File: src/rtl/mat_rowsumsq_if.sv
// Matrix-level valid/ready bundle between a matrix producer and mat_rowsumsq.
interface mat_rowsumsq_if #(
  parameter int unsigned ROWS  = 1,
  parameter int unsigned COLS  = 1,
  parameter int unsigned WIDTH = 16
);
  logic                                 in_valid;
  logic                                 in_ready;
  logic [ROWS-1:0][COLS-1:0][WIDTH-1:0] a;
  logic                                 out_valid;
  logic                                 out_ready;
  logic [ROWS-1:0][WIDTH-1:0]           f;

  modport master (
    output in_valid, a, out_ready,
    input  in_ready, out_valid, f
  );

  modport slave (
    input  in_valid, a, out_ready,
    output in_ready, out_valid, f
  );
endinterface

File: src/rtl/mat_rowsumsq.sv
// Row-wise saturating sum of squares of an unsigned fixed-point matrix,
// one column per clock, with matrix-level valid/ready on both sides.
module mat_rowsumsq #(
  parameter int unsigned ROWS  = 1,
  parameter int unsigned COLS  = 1,
  parameter int unsigned WIDTH = 16,
  parameter int unsigned SCALE = 8
) (
  input logic           clk,
  input logic           rst,
  mat_rowsumsq_if.slave bus
);
  localparam int unsigned CW = $clog2(COLS + 1);

  typedef enum logic [1:0] {IDLE, ACCUM, DONE} state_t;

  state_t                               state_q, state_d;
  logic [CW-1:0]                        col_q, col_d;
  logic [ROWS-1:0][COLS-1:0][WIDTH-1:0] a_q, a_d;
  logic [ROWS-1:0][WIDTH-1:0]           acc_q, acc_d, f_q, f_d;
  logic                                 in_ready_q, in_ready_d;
  logic                                 out_valid_q, out_valid_d;

  logic [ROWS-1:0][WIDTH-1:0]           sel;
  logic [ROWS-1:0][2*WIDTH-1:0]         prod;
  logic [ROWS-1:0][WIDTH-1:0]           pw;
  logic [ROWS-1:0][WIDTH:0]             sum;
  logic [ROWS-1:0][WIDTH-1:0]           acc_nxt;

  // col counts 1..COLS, so column c is selected when col_q == c+1
  always_comb begin
    sel     = '0;
    prod    = '0;
    pw      = '0;
    sum     = '0;
    acc_nxt = '0;
    for (int unsigned r = 0; r < ROWS; r++) begin
      for (int unsigned c = 0; c < COLS; c++) begin
        if (col_q == CW'(c + 1)) sel[r] = a_q[r][c];
      end
      prod[r]    = ({{WIDTH{1'b0}}, sel[r]} * {{WIDTH{1'b0}}, sel[r]}) >> SCALE;
      pw[r]      = (|prod[r][2*WIDTH-1:WIDTH]) ? '1 : prod[r][WIDTH-1:0];
      sum[r]     = {1'b0, acc_q[r]} + {1'b0, pw[r]};
      acc_nxt[r] = sum[r][WIDTH] ? '1 : sum[r][WIDTH-1:0];
    end
  end

  always_comb begin
    state_d     = state_q;
    col_d       = col_q;
    a_d         = a_q;
    acc_d       = acc_q;
    f_d         = f_q;
    in_ready_d  = in_ready_q;
    out_valid_d = out_valid_q;
    unique case (state_q)
      IDLE: begin
        if (bus.in_valid && in_ready_q) begin
          a_d        = bus.a;
          acc_d      = '0;
          col_d      = CW'(1);
          in_ready_d = 1'b0;
          state_d    = ACCUM;
        end
      end
      ACCUM: begin
        acc_d = acc_nxt;
        col_d = col_q + CW'(1);
        if (col_q == CW'(COLS)) begin
          f_d         = acc_nxt;
          out_valid_d = 1'b1;
          col_d       = '0;
          state_d     = DONE;
        end
      end
      DONE: begin
        // in_ready rises only after the handoff cycle, never alongside it
        if (bus.out_ready) begin
          out_valid_d = 1'b0;
          in_ready_d  = 1'b1;
          state_d     = IDLE;
        end
      end
      default: begin
        out_valid_d = 1'b0;
        in_ready_d  = 1'b1;
        col_d       = '0;
        state_d     = IDLE;
      end
    endcase
  end

  always_ff @(posedge clk or posedge rst) begin
    if (rst) begin
      state_q     <= IDLE;
      col_q       <= '0;
      a_q         <= '0;
      acc_q       <= '0;
      f_q         <= '0;
      in_ready_q  <= 1'b1;
      out_valid_q <= 1'b0;
    end else begin
      state_q     <= state_d;
      col_q       <= col_d;
      a_q         <= a_d;
      acc_q       <= acc_d;
      f_q         <= f_d;
      in_ready_q  <= in_ready_d;
      out_valid_q <= out_valid_d;
    end
  end

  assign bus.in_ready  = in_ready_q;
  assign bus.out_valid = out_valid_q;
  assign bus.f         = f_q;
endmodule

File: src/flat_wrapper.sv
// flat-port wrapper written by rule: the top's interface ports become plain ports
module mat_rowsumsq_flat 
#(
  parameter int unsigned ROWS  = 1,
  parameter int unsigned COLS  = 1,
  parameter int unsigned WIDTH = 16,
  parameter int unsigned SCALE = 8
)
  (clk, rst, bus_in_valid, bus_a, bus_out_ready, bus_in_ready, bus_out_valid, bus_f);
  mat_rowsumsq_if #(.ROWS(ROWS), .COLS(COLS), .WIDTH(WIDTH)) bus_i ();
  input logic clk;
  input logic rst;
  input wire logic [$bits(bus_i.in_valid)-1:0] bus_in_valid;
  input wire logic [$bits(bus_i.a)-1:0] bus_a;
  input wire logic [$bits(bus_i.out_ready)-1:0] bus_out_ready;
  output wire logic [$bits(bus_i.in_ready)-1:0] bus_in_ready;
  output wire logic [$bits(bus_i.out_valid)-1:0] bus_out_valid;
  output wire logic [$bits(bus_i.f)-1:0] bus_f;
  assign bus_i.in_valid = bus_in_valid;
  assign bus_i.a = bus_a;
  assign bus_i.out_ready = bus_out_ready;
  assign bus_in_ready = bus_i.in_ready;
  assign bus_out_valid = bus_i.out_valid;
  assign bus_f = bus_i.f;
  mat_rowsumsq #(.ROWS(ROWS), .COLS(COLS), .WIDTH(WIDTH), .SCALE(SCALE)) u_core (.clk(clk), .rst(rst), .bus(bus_i));
endmodule
File: config.mk
export PLATFORM = sky130hd
export DESIGN_NAME = mat_rowsumsq_flat
export DESIGN_NICKNAME = d
export VERILOG_FILES = /design/src/rtl/mat_rowsumsq_if.sv /design/src/rtl/mat_rowsumsq.sv /design/src/flat_wrapper.sv
export SDC_FILE = /design/constraint.sdc
export NUM_CORES = 1
export LEC_CHECK = 0
export ABC_AREA = 1
export ABC_CLOCK_PERIOD_IN_PS = 13200
export CELL_PAD_IN_SITES_DETAIL_PLACEMENT = 1
export CELL_PAD_IN_SITES_GLOBAL_PLACEMENT = 2
export CORE_ASPECT_RATIO = 0.9
export CORE_MARGIN = 3
export CORE_UTILIZATION = 42
export DETAILED_ROUTE_END_ITERATION = 16
export PLACE_DENSITY_LB_ADDON = 0.1
export SLEW_MARGIN = 20
export SYNTH_ARGS = -nofsm -noshare
export SYNTH_HDL_FRONTEND = slang
export SYNTH_SLANG_ARGS = --single-unit
File: constraint.sdc
create_clock -name clk -period 13.2 [get_ports clk]
set_clock_uncertainty 0.2 [all_clocks]
set_input_delay 2.64 -clock clk [delete_from_list [all_inputs] [get_ports clk]]
set_output_delay 2.64 -clock clk [all_outputs]
set_load 0.005 [all_outputs]
==> run metrics, run 1 <==
initial antenna violation count 1; cell area after synthesis 0.0107 mm²; CTS tree yes; syn nets 1,685; top cell family by delay on the critical path adder cells; drt via density 4.95; count of different cell masters after synthesis between 40 and 50; gpl congestion 0.884; Synth Flop Type dfrtp_1; Synth top cells by count nand2_1 (343), inv_1 (325), fa_1 (162), nor2_1 (117), ha_1 (113); Die Width around 170 µm; Reg clk slew, reported paths 0.07 ns; post-CTS sizing 0; pin count of the biggest net entering global routing 54; Max Cap Violations 0; worst-path fanout max 18; CTS hold repair buffers 0; register area share after synthesis 0.124; row count 54; FF-to-FF setup slack 3.36 ns; vias 8,678; worst path arrival time 9.85 ns; I/O pin cnt 38; fin nets between 1.5k and 2k; Slew @ Worst Pin ~0.94 ns; final setup violation count 0; outcome finished, final reports clean; grt total ovfl 0; Synth area leaders fa_1 (30%), ha_1 (13%), dfrtp_1 (12%), nand2_1 (12%), inv_1 (11%); worst skew pair latency 0.32 ns; layout cells sized above 1 0.0530; CTS Buf Count 5; Final Hold Fails 0; first-pass GRT wire length 51,300 µm; Pins Over Slew Limit 0; CP Buf/Inv Count 8; ANT cells 0; Fill cells between 3k and 4k; Final ANT Viol Nets 0; clk buf depth 2; setup TNS 0 ns; Worst path most repeated cell nand2_1; Initial DRT Pass Iterations 7; final hold slack 0.288 ns; Post-Syn Instances 1,390; Tcrit/Tclk final 0.745; WL per Instance between 15 and 20 µm; Die Y 157 µm; vias in the first global route 9,426; # DRC 0; post-layout min period 9.84 ns; Syn Area/Cell approximately 7.7 µm²; Overall Global Routing Usage 0.238; Clock Tree Root clkbuf_16; CP max stage delay 0.95 ns; Rel. slew slack 0.374; Synth Register Bits 53; fmax 0.102 GHz; Sink Count 53; Hold Crit Class reg2reg; Iteration-0 DRC Markers roughly 350; cell taking the most area after synthesis fa_1; Area Growth Syn to Fin 7.92%; critical path capture point type flip-flop; ys async rst share 1.00; critical path data required time 13.21 ns; most common cell in the synthesized netlist nand2_1; synth warn 0; Core Area approximately 0.025 mm²; Startpoint Class flip-flop; die area 0.0275 mm²; H-tree depth 2; RSZ-0062 raised after global routing false; CP Class reg2reg; Initial Utilization 0.434; post-synth top area share 0.303; Worst path slowest cell dfrtp_1; Post-synth EDFFs 0; Port Buffers 37; post-CTS setup buffer count 0; Final Routed Wirelength 30,700 µm; dpl hpwl 27,200 µm
-- cells in the final DEF, fill, tap and decap left out, types with 5 or more instances in the layout --
cell type,instances
dfrtp_1,52
clkinv_1,5
o21bai_1,5
nand3_1,33
nor2_1,117
inv_2,8
xnor2_1,21
a21oi_1,43
nor2_2,6
nand3b_1,8
a21o_1,7
nor3_1,7
nand2_1,343
o21ai_1,6
nand3_2,13
clkdlybuf4s50_1,37
inv_1,324
o21ai_0,32
nand2_2,22
clkbuf_16,5
xor2_1,10
ha_1,113
fa_1,162
-- flip-flops by register name, indices dropped and copies added, names as in the netlist --
| register | flops |
|---|---|
| u_core.col_q | 1 |
| u_core.acc_q | 16 |
| u_core.state_q | 2 |
| u_core.bus.out_valid | 1 |
| u_core.a_q | 16 |
| u_core.bus.f | 16 |
| u_core.bus.in_ready | 1 |
-- per-stage QoR --
stage | worst slack [ns] | std cells | instance area (µm²) | utilization
6_report | 3.36 | 1752 | 11600 | 0.469
5_1_grt | 2.71 | 1752 | 11600 | 0.469
3_5_place_dp | 3.42 | 1744 | 11400 | 0.462
2_1_floorplan | 5.51 | 1390 | 10700 | -
4_1_cts | 3.36 | 1752 | 11600 | 0.469
3_3_place_gp | 3.60 | 1744 | 11400 | 0.462
-- layout make-up --
class	count	area [µm²]	area share
clock buffers	7	153	0.0132
well taps	336	420	0.0364
clock inverters	1	5.00	0.000433
multi-input cells	979	8000	0.692
repair buffers	39	385	0.0333
inverters	337	1260	0.109
flip-flops and latches	53	1330	0.115
-- cells by family after synthesis --
| logic type | count (synthesis) | share of synthesized area |
|---|---|---|
| fa+ha+maj | 275 | 0.435 |
| xor+xnor | 31 | 0.0254 |
| simple gates | 569 | 0.233 |
| flops | 53 | 0.124 |
| compound gates | 104 | 0.0544 |
| buf+inv | 358 | 0.129 |
-- worst min-delay path: cells and delay by family (launching register included) --
family	cells	cell delay, ns
AND/OR/NAND/NOR	2	0.11
flip-flops	1	0.35
-- path summary, 6_finish.rpt --
check	start	end	depth (start not counted)
min in group asynchronous	rst	u_core.bus.out_valid	3
worst max-delay path	u_core.col_q	u_core.bus.f[9]	38
max in group asynchronous	rst	u_core.bus.f[14]	3
worst min register to register	u_core.bus.f[0]	u_core.bus.f[0]	2
worst min-delay path	u_core.bus.f[0]	u_core.bus.f[0]	2
worst max register to register	u_core.col_q	u_core.bus.f[9]	38
-- routing by layer --
| metal | routed length [µm] | track usage |
|---|---|---|
| met5 | 13 | 0 |
| met4 | 418 | 0.0429 |
| met3 | 1290 | 0.0425 |
| met2 | 13600 | 0.373 |
| met1 | 15400 | 0.349 |
Power of run 1 is left out: the tool's default activity adds up to more than one toggle a clock period on the data nets, which glitch-free logic cannot reach.
==> run 2, diff against run 1 <==
--- a/config.mk
+++ b/config.mk
@@ -6,12 +6,12 @@
 export NUM_CORES = 1
 export LEC_CHECK = 0
 export ABC_AREA = 1
-export ABC_CLOCK_PERIOD_IN_PS = 13200
+export ABC_CLOCK_PERIOD_IN_PS = 8400
 export CELL_PAD_IN_SITES_DETAIL_PLACEMENT = 1
 export CELL_PAD_IN_SITES_GLOBAL_PLACEMENT = 2
 export CORE_ASPECT_RATIO = 0.9
 export CORE_MARGIN = 3
-export CORE_UTILIZATION = 42
+export CORE_UTILIZATION = 35
 export DETAILED_ROUTE_END_ITERATION = 16
 export PLACE_DENSITY_LB_ADDON = 0.1
 export SLEW_MARGIN = 20
==> constraint.sdc (replaced) <==
create_clock -name clk -period 8.4 [get_ports clk]
set_clock_uncertainty 0.2 [all_clocks]
set_input_delay 1.68 -clock clk [delete_from_list [all_inputs] [get_ports clk]]
set_output_delay 1.68 -clock clk [all_outputs]
set_load 0.005 [all_outputs]
==> run metrics, run 2 (synthesized netlist as in run 1, its figures left out) <==
Iteration-0 DRC Markers 412; vias 9,049; post-route cell area 0.0126 mm²; Sink Count between 50 and 60; min-delay src u_core.bus.f[0]; Area Growth Syn to Fin 18.1%; Reg area 0.00133 mm²; Hold Crit Class reg2reg; Place WS -0.276 ns; ANT cells 0; post-layout min period around 8.0 ns; H-tree depth 2; Worst R2R End u_core.acc_q[2]; Multi-input gate area 0.00825 mm²; FF-to-FF Start u_core.col_q; worst path arrival time 8.00 ns; setup TNS 0 ns; Die Width 190 µm; I/O pin cnt 38; die area between 0.03 and 0.04 mm²; Overall Global Routing Usage 0.216; pin count of the biggest net entering global routing between 50 and 60; Pins Over Slew Limit 0; Reg2Reg Depth 37; CTS Buf Count 5; # DRC 0; vias in the first global route 9,736; commonest cells after routing, fill and taps aside nand2_1 (332), inv_1 (318), fa_1 (162); worst skew pair latency roughly 0.32 ns; CTS hold repair buffers 0; layout cells sized above 1 0.152; commonest non-fill, non-tap cell in the layout nand2_1; dpl hpwl ~30,000 µm; Tcrit/Tclk final 0.951; Final ANT Viol Nets 0; sink of the worst hold path u_core.bus.f[0]; initial antenna violation count 1; Worst path most repeated cell nand2_1; CTS tree yes; FF-to-FF setup slack between 0.4 and 0.5 ns; drt via density approximately 4.7; clk buf depth 2; CP Class reg2reg; critical path data required time 8.41 ns; Initial Utilization 0.357; Initial DRT Pass Iterations 4; Hold Crit Depth 2; grt total ovfl 0; Rel. slew slack 0.406; fin nets 1,810; dpl cell area roughly 0.012 mm²; Startpoint Class flip-flop; WL per Instance 17.7 µm; Reg clk slew, reported paths roughly 0.080 ns; Max Cap Violations 0; outcome finished, final reports clean; Fill cells 3,727; fmax ~0.13 GHz; Port Buffers 37; gpl congestion 0.939; Final Hold Fails 0; Core Area 0.0300 mm²; row count 60; worst-path fanout max 13; Slew @ Worst Pin 0.890 ns; Clock Tree Root clkbuf_16; post-layout worst setup margin 0.410 ns; Die Y 172 µm; critical path capture point type flip-flop; Final Routed Wirelength 34,000 µm; final hold slack 0.281 ns; CP max stage delay 0.53 ns; first-pass GRT wire length roughly 55,000 µm; Worst path slowest cell fa_1; final setup violation count 0
[run 2: cell count changes in the layout (fill, tap and decap cells not counted), sizes merged]
| cell | before | now |
|---|---|---|
| nor2 | 127 | 129 |
| inv | 332 | 335 |
| buf | 2 | 100 |
| clkinv | 6 | 4 |
| clkbuf | 7 | 6 |
[run 2: how the worst max path moves through the flow]
stage / start / slack, ns / end
after floorplan: u_core.col_q / 0.71 / u_core.bus.f[12]
after global placement: u_core.col_q / -0.27 / u_core.bus.f[12]
after detailed placement: u_core.col_q / -0.28 / u_core.bus.f[12]
after CTS: u_core.col_q / 0.07 / u_core.bus.f[12]
after global routing: u_core.col_q / -0.005 / u_core.acc_q[11]
final: u_core.col_q / 0.41 / u_core.acc_q[2]
[run 2: final cells by class]
type / instances / share of cell area
Clock inverter: 2 / 0.00139
Timing Repair Buffer: 137 / 0.0900
Sequential cell: 53 / 0.105
Multi-Input combinational cell: 981 / 0.653
Inverter: 337 / 0.100
Clock buffer: 6 / 0.0110
Tap cell: 403 / 0.0399
[run 2: metrics by stage]
stage / util / instances
finish: 0.421 / 1919
global route: 0.421 / 1919
CTS: 0.410 / 1906
detailed placement: 0.405 / 1898
global placement: 0.405 / 1898
floorplan: - / 1390
[run 2: critical path, delay by kind of cell (launching register included)]
kind	cells	cell delay [ns]
flops	1	0.45
simple gates	18	2.15
fa+ha+maj	8	3.27
compound gates	3	0.65
buf+inv	8	1.10
[run 2: metal layers]
| metal | GRT usage | wire, µm | vias up |
|---|---|---|---|
| li1 | - | - | 4401 |
| met1 | 0.314 | 16900 | 4516 |
| met2 | 0.350 | 15500 | 108 |
| met3 | 0.0312 | 1110 | 24 |
| met4 | 0.0348 | 472 | 0 |
| met5 | 0 | 0 | - |
[run 2: repair_timing]
action	in CTS	in global routing
buffers inserted	0	11
pin swaps	0	6
endpoints found under the setup margin	32	32
gates resized for setup	7	62
gates cloned	0	2
Power of run 2 is left out for the same reason.
==> run 3, diff against run 2 <==
--- a/config.mk
+++ b/config.mk
@@ -5,13 +5,12 @@
 export SDC_FILE = /design/constraint.sdc
 export NUM_CORES = 1
 export LEC_CHECK = 0
-export ABC_AREA = 1
 export ABC_CLOCK_PERIOD_IN_PS = 8400
 export CELL_PAD_IN_SITES_DETAIL_PLACEMENT = 1
 export CELL_PAD_IN_SITES_GLOBAL_PLACEMENT = 2
 export CORE_ASPECT_RATIO = 0.9
 export CORE_MARGIN = 3
-export CORE_UTILIZATION = 35
+export CORE_UTILIZATION = 36
 export DETAILED_ROUTE_END_ITERATION = 16
 export PLACE_DENSITY_LB_ADDON = 0.1
 export SLEW_MARGIN = 20
==> run metrics, run 3 <==
grt total ovfl 0; register area share after synthesis 0.132; cell taking the most area after synthesis fa_1; Initial DRT Pass Iterations 4; Post-Place Cells 1,684; Slew @ Worst Pin approximately 0.95 ns; Core Area 0.0273 mm²; Syn Area/Cell 8.74 µm²; post-layout worst setup margin -0.215 ns; cell area after synthesis roughly 0.010 mm²; H-tree depth 2; met3 usage 0.0145; Post-synth EDFFs 0; dpl hpwl 26,700 µm; post-synth top area share 0.322; final design utilization 0.474; first-pass GRT wire length 52,000 µm; # DRC 0; critical path data required time 8.43 ns; Synth Register Bits 53; outcome complete, but fails checks; Startpoint Class flip-flop; I/O pin cnt 38; synth warn 0; CTS tree yes; Port Buffers 37; final hold slack roughly 0.3 ns; Tcrit/Tclk final 1.03; Sink Count 53; Synth area leaders fa_1 (32%), ha_1 (14%), dfrtp_1 (13%), inv_1 (8.9%), nand2_1 (5.5%); Pins Over Slew Limit 0; syn nets 1,449; commonest cells after routing, fill and taps aside inv_1 (231), buf_4 (183), fa_1 (153); Die Width 182 µm; met1 Use GR 0.318; Reg clk slew, reported paths about 0.10 ns; Synth Flop Type dfrtp_1; Final Routed Wirelength 31,900 µm; gpl congestion 0.870; fmax 0.116 GHz; die area 0.0301 mm²; commonest non-fill, non-tap cell in the layout inv_1; pin count of the biggest net entering global routing 54; initial antenna violation count 0; Worst path most repeated cell fa_1; Synth top cells by count inv_1 (238), fa_1 (162), nand2_1 (149), ha_1 (113), and3_1 (56); failing checks negative setup slack; RSZ-0062 raised after global routing true; ANT cells 0; row count 57; Worst path slowest cell fa_1; vias about 8.4k; worst skew pair latency 0.32 ns; drt via density 4.95; Clock Tree Root clkbuf_16; fin nets 1,646; Final ANT Viol Nets 0; worst-path fanout max 6; post-layout min period around 8.6 ns; vias in the first global route 9,511; layout cells sized above 1 0.234; CP max stage delay 0.58 ns; Initial Utilization 0.369; met2 Use GR 0.380; dpl cell area 0.0121 mm²; global route hottest layer met2; Max Cap Violations 0; Iteration-0 DRC Markers 300; worst path arrival time approximately 8.6 ns; post-route insts no fill 1,706; clk buf depth 2; count of different cell masters after synthesis 63; Overall Global Routing Usage 0.222; Hold Crit Class reg2reg; Post-Syn Instances 1,154; CP Class reg2reg; final setup violation count 32; Die Y 165 µm; critical path capture point type flip-flop; CTS Buf Count 5; Area Growth Syn to Fin 28.5%; Rel. slew slack 0.362; most common cell in the synthesized netlist inv_1; Final Hold Fails 0; post-route cell area 0.0130 mm²; WL per Instance 18.7 µm; ys async rst share 1.00
[run 3: cell types whose count changed after synthesis, sizes merged, moves of 6 or more]
cell / before / now
nand2: 367 / 149
inv: 332 / 238
nor2: 127 / 44
and3: 1 / 57
clkbuf: 16 / 43
and2: 1 / 21
a21o: 7 / 17
a21oi: 45 / 36
nand3: 47 / 38
nor2b: 0 / 7
o211ai: 1 / 8
o21ai: 38 / 45
xor2: 10 / 17
nand3b: 8 / 2
[run 3: repair_timing]
item	CTS	global route
gates resized for setup	68	91
gates cloned	1	1
setup endpoints to repair	32	32
buffers inserted	3	10
hold buffers	0	0
pin swaps	11	28
[run 3: cell families after synthesis]
| kind of cell | share of synthesized area |
|---|---|
| AOI/OAI and AO/OA | 0.0948 |
| xor gates and xnor gates | 0.0313 |
| adders and majority gates | 0.462 |
| buffers and inverters | 0.107 |
| DFF | 0.132 |
| muxes | 0.00720 |
| and+or+nand+nor | 0.166 |
[run 3: final cells by class]
class	instances	area, µm²
sequential	53	1330
clock buffer	5	125
inverter	238	893
clock inverter	3	50.0
fill	3166	14400
tap	354	443
timing repair buffer	236	1960
multi-input combinational	817	8150
[run 3: path summary, 6_finish.rpt]
| kind | from | to | slack, ns | cells after the start |
|---|---|---|---|---|
| min | u_core.bus.f[8] | u_core.bus.f[8] | 0.30 | 2 |
| max in group asynchronous | rst | u_core.a_q[12] | 5.68 | 3 |
| max reg2reg | u_core.col_q | u_core.bus.f[8] | -0.22 | 33 |
| max | u_core.col_q | u_core.bus.f[8] | -0.22 | 33 |
| min reg2reg | u_core.bus.f[8] | u_core.bus.f[8] | 0.30 | 2 |
| min in group asynchronous | rst | u_core.a_q[0] | 1.74 | 3 |
[run 3: critical path: cells and delay by family (launching register included)]
family / cells / cell delay [ns]
AOI/OAI and AO/OA: 9 / 1.55
muxes: 1 / 0.17
DFF: 1 / 0.48
adders and majority gates: 8 / 3.65
buffers and inverters: 7 / 0.85
and+or+nand+nor: 8 / 1.60
[run 3: layer usage]
| layer | vias up | share of wire |
|---|---|---|
| met2 | 84 | 0.48 |
| met4 | 0 | 0.011 |
| li1 | 4052 | - |
| met5 | - | 0 |
| met1 | 4293 | 0.48 |
| met3 | 20 | 0.025 |
[run 3: per-stage QoR]
stage,setup TNS [ns],setup slack (ns)
2_1_floorplan,0,0.0184
3_3_place_gp,-23.20,-0.758
3_5_place_dp,-29.44,-1.01
4_1_cts,-10.47,-0.380
5_1_grt,-17.17,-0.587
6_report,-5.65,-0.215
Power of run 3 is left out for the same reason.
==> RTL change 1, RTL diff (settings of run 2) <==
Encoding of `state_t`: now one-hot (3 bits for 3 states).
--- a/src/rtl/mat_rowsumsq.sv
+++ b/src/rtl/mat_rowsumsq.sv
@@ -12,7 +12,7 @@
 );
   localparam int unsigned CW = $clog2(COLS + 1);
 
-  typedef enum logic [1:0] {IDLE, ACCUM, DONE} state_t;
+  typedef enum logic [2:0] {IDLE = 3'b001, ACCUM = 3'b010, DONE = 3'b100} state_t;
 
   state_t                               state_q, state_d;
   logic [CW-1:0]                        col_q, col_d;
Formal check against the unedited RTL: no difference found for any inputs over 4 cycles, from zero or initial values and one cycle with rst high; so few cycles prove little.
==> RTL change 1 against run 2 <==
- sequential cell count up 1
- wire length up 1.3%
- design area up 1.2%
- utilization up 0.41 points
- fmax up 0.35%
- die area up 0.69%
- synthesized area up 0.71%
- critical path depth up 3
- setup slack better by 0.028 ns
- worst hold slack better by 0.0093 ns
- highest routed layer unchanged
Power is left out: the tool's default activity adds up to more than one toggle a clock period on the data nets, which glitch-free logic cannot reach.
==> RTL change 1: results (changes against run 2) <==
metric,value,unit,change
met2 WL,15700,um,"was 15,500 um"
nets@finish,1839,,"was 1,810"
global-route wire length before repair,56000,um,"was 54,600 um"
Post-synth top cells,"nand2_1, inv_1, fa_1",,unchanged
Filler cells,3746,,"was 3,727"
"Clk Latency, worst-skew pair",0.34,ns,was 0.32 ns
layout cells sized above 1,15.1,%,was 15.2%
worst-margin pin slew,1.03,ns,was 0.890 ns
crit-path max FO,7,,was 13
largest stage delay on the critical path,0.56,ns,was 0.53 ns
via/cell ratio,4.71,,was 4.72
GRT met1 Usage,31.3,%,was 31.4%
syn_nets,1711,,"was 1,685"
post-detail-place hpwl,29900,um,"was 29,800 um"
n_diodes,0,,unchanged
vias in the first global route,10138,,"was 9,736"
DRT Pass-1 Iters,5,,was 4
wire length per cell,17.7,um,about the same
largest net degree at the start of global routing,55,,was 54
Placer Congestion,0.940,,was 0.939
GR met3 Demand/Resource,3.06,%,was 3.12%
Starting DRT DRC Count,311,,was 412
Worst Hold Launch,u_core.bus.f[13],,was u_core.bus.f[0]
path depth of the worst reg2reg path,40,,was 37
sequential area share after synthesis,12.6,%,was 12.4%
clk slew on worst S/H paths,0.10,ns,was 0.08 ns
Place WS,-0.0389,ns,was -0.276 ns
run status,"finished, final reports clean",,unchanged
CTS Hold Bufs,0,,unchanged
Hold EP,u_core.bus.f[13],,was u_core.bus.f[0]
synth unique cells,42,,was 47
Hold Path Stages,2,,unchanged
Total GRT Usage,21.8,%,was 21.6%
r2r setup slk,0.44,ns,was 0.41 ns
Hold Path Class,reg -> reg,,unchanged
metal3 WL,1220,um,was 1110 um
"CP delay by family, top",adder cells,,unchanged
RR Endpoint,u_core.bus.f[12],,was u_core.acc_q[2]
DRT met1 WL,16600,um,"was 16,900 um"
met2 usage,35.1,%,was 35.0%
top area cells in the synthesized netlist,"fa_1, ha_1, nand2_1, dfrtp_1, inv_1",,"was fa_1, ha_1, dfrtp_1, nand2_1, inv_1"
==> RTL change 1: changes by cell type after synthesis, sizes merged, moves of 4 or more <==
cell,before,now
nor2,127,144
a21oi,45,36
a31oi,4,12
inv,332,347
o21ai,38,34
==> RTL change 1: layout make-up <==
class	instances	area share, %
multi-input combinational	988	64.2
timing repair buffer	143	9.44
tap	403	3.94
sequential	54	10.6
clock buffer	5	0.978
clock inverter	3	0.381
inverter	352	10.4
==> RTL change 1: how the worst max path moves through the flow <==
stage,start,end,slack [ns],cells after the start
finish,u_core.col_q,u_core.bus.f[12],0.44,40
detailed placement,u_core.col_q,u_core.bus.f[10],-0.04,42
global route,u_core.a_q[10],u_core.bus.f[13],-0.03,39
floorplan,u_core.col_q,u_core.acc_q[12],0.79,38
CTS,u_core.col_q,u_core.bus.f[11],0.002,39
global placement,u_core.col_q,u_core.bus.f[12],-0.008,41
==> RTL change 1: cells by family after synthesis <==
logic type | Yosys count | share of synthesized area (%)
AND/OR/NAND/NOR | 584 | 23.3
buffers and inverters | 375 | 13.4
adder cells (fa/ha/maj) | 275 | 43.2
AO/OA/AOI/OAI | 97 | 5.08
flip-flops | 54 | 12.6
XOR/XNOR | 31 | 2.52
==> RTL change 1: stage by stage <==
stage / hold slack, ns / util, % / cell area, um2 / cells
after floorplan: 0.255 / - / 10800 / 1416
after global placement: 0.265 / 40.8 / 12300 / 1926
after global routing: 0.327 / 42.5 / 12800 / 1948
after CTS: 0.296 / 41.4 / 12400 / 1934
final: 0.291 / 42.5 / 12800 / 1948
after detailed placement: 0.270 / 40.8 / 12300 / 1926
==> RTL change 1: timing repair <==
item	CTS	global route
cloned	0	1
resized for setup	2	81
buffers inserted	0	13
setup endpoints to repair	30	32
pin swaps	0	12
==> RTL change 2, RTL diff (flow settings as in run 2) <==
Without the edit above. `WIDTH` is set to 16 in 3 places; all go to 12.
--- a/src/rtl/mat_rowsumsq_if.sv
+++ b/src/rtl/mat_rowsumsq_if.sv
@@ -2,7 +2,7 @@
 interface mat_rowsumsq_if #(
   parameter int unsigned ROWS  = 1,
   parameter int unsigned COLS  = 1,
-  parameter int unsigned WIDTH = 16
+  parameter int unsigned WIDTH = 12
 );
   logic                                 in_valid;
   logic                                 in_ready;
--- a/src/rtl/mat_rowsumsq.sv
+++ b/src/rtl/mat_rowsumsq.sv
@@ -3,7 +3,7 @@
 module mat_rowsumsq #(
   parameter int unsigned ROWS  = 1,
   parameter int unsigned COLS  = 1,
-  parameter int unsigned WIDTH = 16,
+  parameter int unsigned WIDTH = 12,
   parameter int unsigned SCALE = 8
 ) (
   input logic           clk,
--- a/src/flat_wrapper.sv
+++ b/src/flat_wrapper.sv
@@ -3,7 +3,7 @@
 #(
   parameter int unsigned ROWS  = 1,
   parameter int unsigned COLS  = 1,
-  parameter int unsigned WIDTH = 16,
+  parameter int unsigned WIDTH = 12,
   parameter int unsigned SCALE = 8
 )
   (clk, rst, bus_in_valid, bus_a, bus_out_ready, bus_in_ready, bus_out_valid, bus_f);
Ports: changed (resized bus_a and bus_f); port bits go from 38 to 30. No check against the original RTL was run, so the function may have changed too.
==> RTL change 2 against run 2 <==
- wire length decreased by 45%
- count of clock-buffer cells in the layout unchanged
- critical endpoint is now u_core.bus.f[4]
- critical path depth fell by 6
- largest cell class unchanged
- synthesized area is 39% lower
- design area is 42% lower
- cell count decreased by 42%
- sequential cell count fell by 12
- setup slack improved by 0.16 ns
Power is not shown: default switching activity piles up to over one toggle a cycle in this logic, so the estimate is an artifact.
==> RTL change 2: results (changes against run 2) <==
metric,value,unit,change
run status,"finished, final reports clean",,unchanged
metal3 WL,495,um,was 1110 um
sequential area share after synthesis,15.8,%,was 12.4%
global-route wire length before repair,31200,um,"was 54,600 um"
Worst Hold Launch,u_core.bus.in_ready,,was u_core.bus.f[0]
Placement Cell Area,7050,um2,"was 12,100 um2"
wire length per cell,16.7,um,was 17.7 um
WP data arrival,7.78,ns,was 8.00 ns
post-detail-place hpwl,16000,um,"was 29,800 um"
buffers added on ports,29,,was 37
"Clk Latency, worst-skew pair",0.30,ns,was 0.32 ns
Placer Congestion,0.861,,was 0.939
Total GRT Usage,19.5,%,was 21.6%
vias in the first global route,5816,,"was 9,736"
compound-cell area share of the yosys netlist,6.92,%,was 5.44%
top area cells in the synthesized netlist,"fa_1, dfrtp_1, ha_1, inv_1, nand2_1",,"was fa_1, ha_1, dfrtp_1, nand2_1, inv_1"
syn_area_per_cell,7.72,um2,was 7.70 um2
Adder-Cell Fraction of Synth Area,38.1,%,was 43.5%
r2r setup slk,0.57,ns,was 0.41 ns
path depth of the worst reg2reg path,31,,was 37
initial antenna violation count,0,,was 1
DRT Pass-1 Iters,5,,was 4
Finished Layout Cells,1116,,"was 1,919"
DRT met1 WL,9930,um,"was 16,900 um"
Post-synth top cells,"inv_1, nand2_1, fa_1",,"was nand2_1, inv_1, fa_1"
syn_nets,1006,,"was 1,685"
post_cts resized,1,,was 7
largest stage delay on the critical path,0.55,ns,was 0.53 ns
final worst path period share,93.2,%,was 95.1%
met2 usage,28.5,%,was 35.0%
Max-slew headroom,42.8,%,was 40.6%
crit-path max FO,14,,was 13
largest net degree at the start of global routing,42,,was 54
## RTL change 2: cell count changes in the layout (fill, tap and decap cells not counted), sizes merged, moves of 11 or more
cell,change
buf,-90
nand3,-15
ha,-45
inv,-130
nand2,-180
nor2,-48
fa,-81
dfrtp,-12
a21oi,-11
nand4,+12
## RTL change 2: cell families (layout without fill, tap and decap cells)
family	Yosys count	count (layout)
buf+inv	218	253
flops	41	41
simple gates	329	329
xor+xnor	20	20
fa+ha+maj	149	149
compound gates	84	84
## RTL change 2: worst max-delay path: cells and delay by family (launching register included)
family,cells,cell delay (ns)
buffers and inverters,6,0.51
AO/OA/AOI/OAI,5,1.59
adder cells (fa/ha/maj),8,3.45
AND/OR/NAND/NOR,12,1.39
flip-flops,1,0.53
## RTL change 2: cell type report
class / count / area share (%)
Clock buffer: 6 / 1.91
Clock inverter: 2 / 0.515
Inverter: 206 / 10.6
Multi-Input combinational cell: 582 / 63.5
Sequential cell: 41 / 14.1
Tap cell: 240 / 4.12
Timing Repair Buffer: 39 / 5.19
